### src/rtl/fetch_pkg.sv
// fetch_pkg: definitions shared by the fetch stage.
//   - fetch_state_t : fetch FSM encoding (FETCH, SQUASH, HALTED)
//   - *_DEF         : default widths and the sequential PC increment
//   - fetch_out_t   : ins/pc/pc_next bundle at the default widths
//   - sat_inc32     : saturating 32-bit increment for the statistics counters
package fetch_pkg;

    localparam int unsigned PC_W_DEF        = 16;
    localparam int unsigned INSTR_W_DEF     = 16;
    localparam int unsigned INSTR_BYTES_DEF = 2;

    typedef enum logic [1:0] {
        ST_FETCH  = 2'd0,
        ST_SQUASH = 2'd1,
        ST_HALTED = 2'd2
    } fetch_state_t;

    typedef struct packed {
        logic [INSTR_W_DEF-1:0] ins;
        logic [PC_W_DEF-1:0]    pc;
        logic [PC_W_DEF-1:0]    pc_next;
    } fetch_out_t;

    function automatic logic [31:0] sat_inc32(input logic [31:0] v);
        return (v == '1) ? v : v + 32'd1;
    endfunction

endpackage

### src/rtl/fetch_out_buf.sv
// fetch_out_buf: one-entry valid/ready output register.
//   clk, rst : clock, synchronous active-high reset (clears valid and data)
//   load     : capture din and mark valid (wins over flush and consume)
//   flush    : drop the held entry
//   ready    : consumer accepts the entry this cycle when valid=1
//   din      : packed {ins, pc, pc_next}
//   valid    : entry held
//   dout     : held entry, stable while valid && !ready
module fetch_out_buf
    import fetch_pkg::*;
#(
    parameter int unsigned W = $bits(fetch_out_t)
) (
    input  logic         clk,
    input  logic         rst,
    input  logic         load,
    input  logic         flush,
    input  logic         ready,
    input  logic [W-1:0] din,
    output logic         valid,
    output logic [W-1:0] dout
);

    always_ff @(posedge clk) begin
        if (rst) begin
            valid <= 1'b0;
            dout  <= '0;
        end else if (load) begin
            valid <= 1'b1;
            dout  <= din;
        end else if (flush || (valid && ready)) begin
            valid <= 1'b0;
        end
    end

endmodule

### src/rtl/fetch_unit.sv
// fetch_unit: parametrised instruction-fetch stage.
// Owns the PC, issues req/done requests to a variable-latency instruction
// memory, and presents one buffered instruction to decode (valid/ready).
// Supports redirect (squashing an in-flight fetch) and a sticky halt.
//
// Ports:
//   clk, rst              : clock, synchronous active-high reset
//   redirect, redirect_pc : load a new PC, drop buffered/in-flight work
//   halt                  : stop fetching until reset (beats redirect)
//   imem_req, imem_addr   : memory request; held stable until imem_done
//   imem_rdata, imem_done : returned instruction / completion strobe
//   ins_valid, ins, pc, pc_next, ins_ready : decode interface
//   halted                : FSM is in HALTED
//
// Build option: define FETCH_STATS_EN to add the saturating counters
//   stat_fetched (instructions delivered) and stat_stall (req && !done cycles).
module fetch_unit
    import fetch_pkg::*;
#(
    parameter int unsigned PC_W        = PC_W_DEF,
    parameter int unsigned INSTR_W     = INSTR_W_DEF,
    parameter int unsigned INSTR_BYTES = INSTR_BYTES_DEF,
    parameter int unsigned RESET_PC    = 0
) (
    input  logic               clk,
    input  logic               rst,
    input  logic               redirect,
    input  logic [PC_W-1:0]    redirect_pc,
    input  logic               halt,
    output logic               imem_req,
    output logic [PC_W-1:0]    imem_addr,
    input  logic [INSTR_W-1:0] imem_rdata,
    input  logic               imem_done,
    output logic               ins_valid,
    output logic [INSTR_W-1:0] ins,
    output logic [PC_W-1:0]    pc,
    output logic [PC_W-1:0]    pc_next,
    input  logic               ins_ready,
    output logic               halted
`ifdef FETCH_STATS_EN
    ,
    output logic [31:0]        stat_fetched,
    output logic [31:0]        stat_stall
`endif
);

    localparam int unsigned BUF_W = INSTR_W + 2 * PC_W;
    localparam logic [PC_W-1:0] PC_INC   = PC_W'(INSTR_BYTES);
    localparam logic [PC_W-1:0] PC_RESET = PC_W'(RESET_PC);

    fetch_state_t    state_q, state_d;
    logic [PC_W-1:0] pc_q, pc_d;
    logic [PC_W-1:0] sq_addr_q, sq_addr_d;
    logic            req_pend_q, req_pend_d;
    logic            halt_pend_q, halt_pend_d;
    logic            req_raw;
    logic            buf_load;
    logic            buf_flush;
    logic [PC_W-1:0] pc_inc;
    logic [BUF_W-1:0] buf_din;
    logic [BUF_W-1:0] buf_dout;

    assign pc_inc = pc_q + PC_INC;

    always_ff @(posedge clk) begin
        if (rst) begin
            state_q     <= ST_FETCH;
            pc_q        <= PC_RESET;
            sq_addr_q   <= '0;
            req_pend_q  <= 1'b0;
            halt_pend_q <= 1'b0;
        end else begin
            state_q     <= state_d;
            pc_q        <= pc_d;
            sq_addr_q   <= sq_addr_d;
            req_pend_q  <= req_pend_d;
            halt_pend_q <= halt_pend_d;
        end
    end

    // A request raised in a redirect/halt cycle is already visible to memory,
    // so it is treated as outstanding and drained through SQUASH if not done.
    always_comb begin
        state_d     = state_q;
        pc_d        = pc_q;
        sq_addr_d   = sq_addr_q;
        halt_pend_d = halt_pend_q;
        req_pend_d  = 1'b0;
        req_raw     = 1'b0;
        imem_addr   = pc_q;
        buf_load    = 1'b0;
        buf_flush   = 1'b0;

        case (state_q)
            ST_FETCH: begin
                req_raw = req_pend_q || !ins_valid || ins_ready;
                if (halt) begin
                    buf_flush = 1'b1;
                    if (req_raw && !imem_done) begin
                        state_d     = ST_SQUASH;
                        halt_pend_d = 1'b1;
                        sq_addr_d   = pc_q;
                    end else begin
                        state_d = ST_HALTED;
                    end
                end else if (redirect) begin
                    buf_flush = 1'b1;
                    pc_d      = redirect_pc;
                    if (req_raw && !imem_done) begin
                        state_d   = ST_SQUASH;
                        sq_addr_d = pc_q;
                    end
                end else begin
                    req_pend_d = req_raw && !imem_done;
                    if (req_raw && imem_done) begin
                        buf_load = 1'b1;
                        pc_d     = pc_inc;
                    end
                end
            end
            ST_SQUASH: begin
                req_raw   = 1'b1;
                imem_addr = sq_addr_q;
                buf_flush = 1'b1;
                if (halt) begin
                    halt_pend_d = 1'b1;
                end else if (redirect && !halt_pend_q) begin
                    pc_d = redirect_pc;
                end
                if (imem_done) begin
                    state_d = (halt || halt_pend_q) ? ST_HALTED : ST_FETCH;
                end
            end
            ST_HALTED: begin
                buf_flush = 1'b1;
            end
            default: begin
                state_d = ST_FETCH;
            end
        endcase
    end

    // The reset cycle must not present a request; registers are already
    // forced by rst, so only the output needs gating.
    assign imem_req = req_raw && !rst;
    assign halted   = (state_q == ST_HALTED);
    assign buf_din  = {imem_rdata, pc_q, pc_inc};

    fetch_out_buf #(
        .W(BUF_W)
    ) u_out_buf (
        .clk  (clk),
        .rst  (rst),
        .load (buf_load),
        .flush(buf_flush),
        .ready(ins_ready),
        .din  (buf_din),
        .valid(ins_valid),
        .dout (buf_dout)
    );

    assign {ins, pc, pc_next} = buf_dout;

`ifdef FETCH_STATS_EN
    always_ff @(posedge clk) begin
        if (rst) begin
            stat_fetched <= '0;
            stat_stall   <= '0;
        end else begin
            if (buf_load) begin
                stat_fetched <= sat_inc32(stat_fetched);
            end
            if (imem_req && !imem_done) begin
                stat_stall <= sat_inc32(stat_stall);
            end
        end
    end
`endif

endmodule
### config.mk
export PLATFORM = sky130hd
export DESIGN_NAME = fetch_unit
export DESIGN_NICKNAME = d
export VERILOG_FILES = /design/src/rtl/fetch_pkg.sv /design/src/rtl/fetch_out_buf.sv /design/src/rtl/fetch_unit.sv
export SDC_FILE = /design/constraint.sdc
export NUM_CORES = 1
export LEC_CHECK = 0
export CORE_MARGIN = 2
export CORE_UTILIZATION = 40
export CTS_CLUSTER_DIAMETER = 120
export CTS_CLUSTER_SIZE = 24
export DETAILED_ROUTE_END_ITERATION = 10
export PLACE_DENSITY_LB_ADDON = 0.05
export SYNTH_ARGS = -nofsm -noshare
export SYNTH_HDL_FRONTEND = slang
export SYNTH_SLANG_ARGS = --single-unit
### constraint.sdc
create_clock -name clk -period 1.8 [get_ports clk]
set_input_delay 0.18 -clock clk [delete_from_list [all_inputs] [get_ports clk]]
set_output_delay 0.18 -clock clk [all_outputs]
set_load 0.01 [all_outputs]
# Yosys cells after proc, flatten, opt, wreduce, memory -nomap -nowiden

Cells that the tools add are included.

Output and inout bits: 67
Logic and storage cells: 76
Input port bits: 38
Register bits after elaboration: 85

Eq/ne operators: 12
Reductions and logical operators: 23
Bitwise logic cells: 2
Mux-type cells: 31
Add/subtract/negate cells: 1

Operators by type and width:

| kind                                                                   | count |
|---|---|
| 16-bit 2-to-1 mux                                                      | 9 |
| 16-bit one-hot mux with 2 select lines                                 | 1 |
| 16-bit by 2-bit adder with 16-bit output (second input constant)       | 1 |
| 2-bit != test (second input constant)                                  | 7 |
| 2-bit 2-to-1 mux                                                       | 6 |
| 1-bit 2-to-1 mux                                                       | 11 |
| 3-bit != test (second input constant)                                  | 3 |
| 4-bit AND reduction                                                    | 2 |
| 1-bit one-hot mux with 2 select lines                                  | 3 |
| 2-bit one-hot mux with 3 select lines                                  | 1 |
| 2-bit nonzero test                                                     | 3 |
| 1-bit logical AND                                                      | 5 |
| 5-bit AND reduction                                                    | 1 |
| 1-bit logical NOT                                                      | 4 |
| 1-bit logical OR                                                       | 4 |
| 4-bit OR reduction                                                     | 1 |
| 2-bit by 1-bit equality test with 1-bit output (second input constant) | 1 |
| 2-bit equality test (second input constant)                            | 1 |
| 2-bit logical NOT                                                      | 1 |
| 1-bit inverter                                                         | 2 |
| 2-bit AND reduction                                                    | 1 |
| 2-bit OR reduction                                                     | 1 |

# Logic depth before layout (Yosys ltp)

Depth after elaboration: 9
Gate-level depth with buffers: 9
Gate-level depth less buffers: 6

# Hierarchy

A second synthesis with hierarchy kept.

Cell total of the unflattened synthesis: 418
Area total of the unflattened synthesis: 3,922.5 um^2

Modules (own cells, without submodules):

| module        | times used | cells each | sequential area each (um^2) | area each (um^2) |
|---|---|---|---|---|
| fetch_unit    | 1          | 259        | 720.7                       | 2,173.3 |
| fetch_out_buf | 1          | 159        | 980.9                       | 1,749.2 |

# Worst setup path after synthesis

No wires, ideal clock.

Path type: flip-flop to flip-flop
Start point: reg pc_q[1]
End point: reg pc_q[11]
Stages on the path, launching flop included: 6
Slack: 78 ps
Data required time: 1,725 ps
Data arrival time: 1,647 ps
Buffers on the path: 0
Cell sequence: dfxtp_1 > ha_1 > nand3_2 > or4_1 > a31o_2 > o22ai_1

Cells in the longest elaborated chain, start to end: 5

Ends and longest elaborated chain:

| what                                     | RTL line          | RTL |
|---|---|---|
| start, declared                          | fetch_unit.sv:52  | `logic [PC_W-1:0] pc_q, pc_d;` |
| start signal, assigned                   | fetch_unit.sv:74  | `pc_q <= pc_d;` |
| 16-bit by 2-bit adder with 16-bit output | fetch_unit.sv:63  | `assign pc_inc = pc_q + PC_INC;` |
| 16-bit 2-to-1 mux                        | fetch_unit.sv:115 | `if (req_raw && imem_done) begin` |
| 16-bit 2-to-1 mux                        | fetch_unit.sv:106 | `end else if (redirect) begin` |
| 16-bit 2-to-1 mux                        | fetch_unit.sv:97  | `if (halt) begin` |
| 16-bit one-hot mux with 2 select lines   | fetch_unit.sv:94  | `case (state_q)` |

Every way passes these cells. The select of a mux whose other input is x is not followed.
A chain may end at the register's enable or synchronous reset.

# Worst setup path after layout

Start point: reg pc_q[2]
End point: reg pc_q[13]

The elaborated chain is that of the path after synthesis.

==> results.ini <==
[run_status]
status=finished, final reports clean

[pwr]
p_leak_uw=0.00234
powerDensity_nw_per_um2=747
ir_worst_vdd_uv=427

[placed_design]
io_buffers=104
place_inst=734
gp_congestion=0.909
pre_cts_slack_ns=-0.191
dpl.hpwl_um=8480

[die]
initial_core_util_pct=40.7
die_h_um=103
fp-row-count=36
core_um2=9640
pin_count=105
die_area_um2=10600
die_x_um=103

[clock_network]
cts_sinks=84
clock_latency_ns=0.35
clk_pin_slew_worst_paths_ns=0.09
clock_path_buffers=2
root_buffer=clkbuf_8
cts_tree=built
cts_buffers=9
hold_buffers=0
cts-htree-levels=3

[synth]
yosysSeqAreaShare_pct=42.9
syn_inst=465
synth_ff_type=dfxtp_1
async_flop_share_pct=0
syn_area_per_cell_um2=8.43
netlist_area_um2=3920
yosys_warnings=0
synth_area_leaders=dfxtp_1 43%, nand2_1 8.4%, a21oi_1 6.1%
synth.distinct_cells=53
syn-num-nets=508
synth-edff-count=0
synth_top_area_share_pct=42.9
yosysTopAreaCell=dfxtp_1
ys_ff_latch=84

[detailed_routing]
drt-pass1-iter-count=4
num_vias=3963
routed_wl_um=12400
post_drt_wl_per_cell_um=16.2
first_iter_violations=176
drc=0
ant_nets=0
avgViaCountPerCell=5.20

[final_layout]
nets=667
multi_input_area_um2=2190
diodes=0
final_cell_mix=86 x nand2_1, 86 x clkdlybuf4s50_1, 81 x dfxtp_1
drive_above_1_share_pct=27.2
stdcell_count=762
area_delta_synth_final_pct=56.0
fillers=893
register_area_um2=1690
fin_util_pct=63.5

[worst_setup_path]
path_delay_family=simple AND/OR/NAND/NOR gates
cpPeakStageDelay_ns=0.57
r2r_start=pc_q[2]
r2r_end=pc_q[13]
startpoint=pc_q[2]
path_class=flop to flop
crit_buf_inv=0
worst_ep_required_time_ns=2.07
critPathArrivalTime_ns=2.06
cp-start-kind=flop
r2r_cells=5
crit_end=pc_q[13]
slowest_stage=or4_4
critical_path_depth=5
path_cells=ha_2, nand3_2, or4_4, a31o_1, o22ai_1
cp_max_fo=6
regToRegSetupSlack_ns=0.007
cp-end-kind=flop

[grt]
grt_start_max_net_pins=64
grt_pass1_wl_um=18400
grt_use_total_pct=22.6
grt_pass1_vias=3624
grt_remaining_overflow=0
antenna_found_initial=0

[min_path]
holdCritPathClass=input port to flop

[timing]
tightest_slew_ns=0.724
hold_violations=0
fmax_mhz=558
setup_viol=0
finalMaxSlewViolations=0
fin_crit_ns=1.79
relSlewSlack_pct=51.7
finalClockSkew_ns=0.0111
rsz0062_at_grt=true
post-route-worst-setup-slack_ns=0.00720
period_share_pct=99.6

[job]
maxCapViolations=0

-- cell usage after synthesis, types with 3 or more instances --
cell type / number
o31ai_1: 6
a311oi_1: 4
o32ai_1: 6
xnor2_1: 10
mux2_2: 13
nand3_1: 9
nor4_1: 4
inv_1: 8
buf_2: 21
o211a_1: 6
nand4_2: 3
ha_1: 5
a21oi_1: 48
and3_1: 3
o21ai_0: 6
buf_4: 5
clkbuf_1: 13
nor2_1: 44
dfxtp_1: 84
a211oi_1: 10
nand4_1: 4
nand2_1: 88
a22oi_1: 3
nor3_1: 8
mux2i_1: 16
-- worst register-to-register path, cell delays in order (launching register included) --
cell and delay, ns:
dfxtp_1 0.37, ha_2 0.21, nand3_2 0.16, or4_4 0.57, a31o_1 0.24, o22ai_1 0.18
-- report_power, final --
part           internal [uW]  switching, uW
Sequential              1950           74.7
Clock                    549            720
Combinational            673            605
Total                   3170           1400
-- cell families (layout without fill, tap and decap cells) --
group,count (synthesis),after routing,share of synthesized area [%]
and+or+nand+nor,178,178,20.6
AOI/OAI and AO/OA,109,109,18.5
DFF,84,84,42.9
buffers and inverters,50,214,6.35
muxes,29,29,7.82
xor gates and xnor gates,10,10,2.23
adders and majority gates,5,5,1.60
-- sequential cells by signal (all words and copies together), names as in the netlist --
| register | count |
|---|---|
| pc_q | 16 |
| u_out_buf.dout | 47 |
| state_q | 2 |
| halt_pend_q | 1 |
| sq_addr_q | 16 |
| u_out_buf.valid | 1 |
| req_pend_q | 1 |
-- repair_timing --
| action | CTS | global route |
|---|---|---|
| pin swaps | 2 | 15 |
| endpoints found under the setup margin | 37 | 66 |
| cloned | 2 | 0 |
| resized for setup | 78 | 50 |
| setup buffers | 6 | 4 |
-- stage by stage --
step | power, uW | setup TNS [ns] | hold slack, ns | area (um2)
after floorplan | 2600 | 0 | 0.316 | 3920
after global placement | 3150 | -5.12 | 0.441 | 5540
after detailed placement | 3160 | -6.10 | 0.447 | 5540
after CTS | 4490 | -0.102 | 0.307 | 5850
after global routing | 4790 | -1.06 | 0.313 | 6120
final | 4570 | 0 | 0.323 | 6120
-- worst min path at each step --
| stage | end | from | cells past startpoint | slack (ns) |
|---|---|---|---|---|
| 6_report | sq_addr_q[1] | rst | 3 | 0.32 |
| 5_1_grt | sq_addr_q[1] | rst | 3 | 0.31 |
| 4_1_cts | sq_addr_q[2] | rst | 3 | 0.31 |
| 3_5_place_dp | u_out_buf.dout[40] | u_out_buf.dout[40] | 2 | 0.45 |
| 3_3_place_gp | u_out_buf.dout[47] | u_out_buf.dout[47] | 2 | 0.44 |
| 2_1_floorplan | u_out_buf.dout[32] | imem_rdata[0] | 2 | 0.32 |
-- layout make-up --
class,count,area share [%]
tap,133,2.72
clock inverter,6,0.777
sequential,84,27.6
inverter,8,0.491
multi-input combinational,331,35.8
timing repair buffer,190,30.4
clock buffer,10,2.25
-- layer usage --
layer	wire length, um	vias to the layer above	GRT usage [%]
li1	-	1951	-
met1	5310	1877	29.0
met2	6090	118	38.6
met3	712	17	3.39
met4	264	0	8.10
met5	0	-	0
Power figures use the tool's default switching activity.
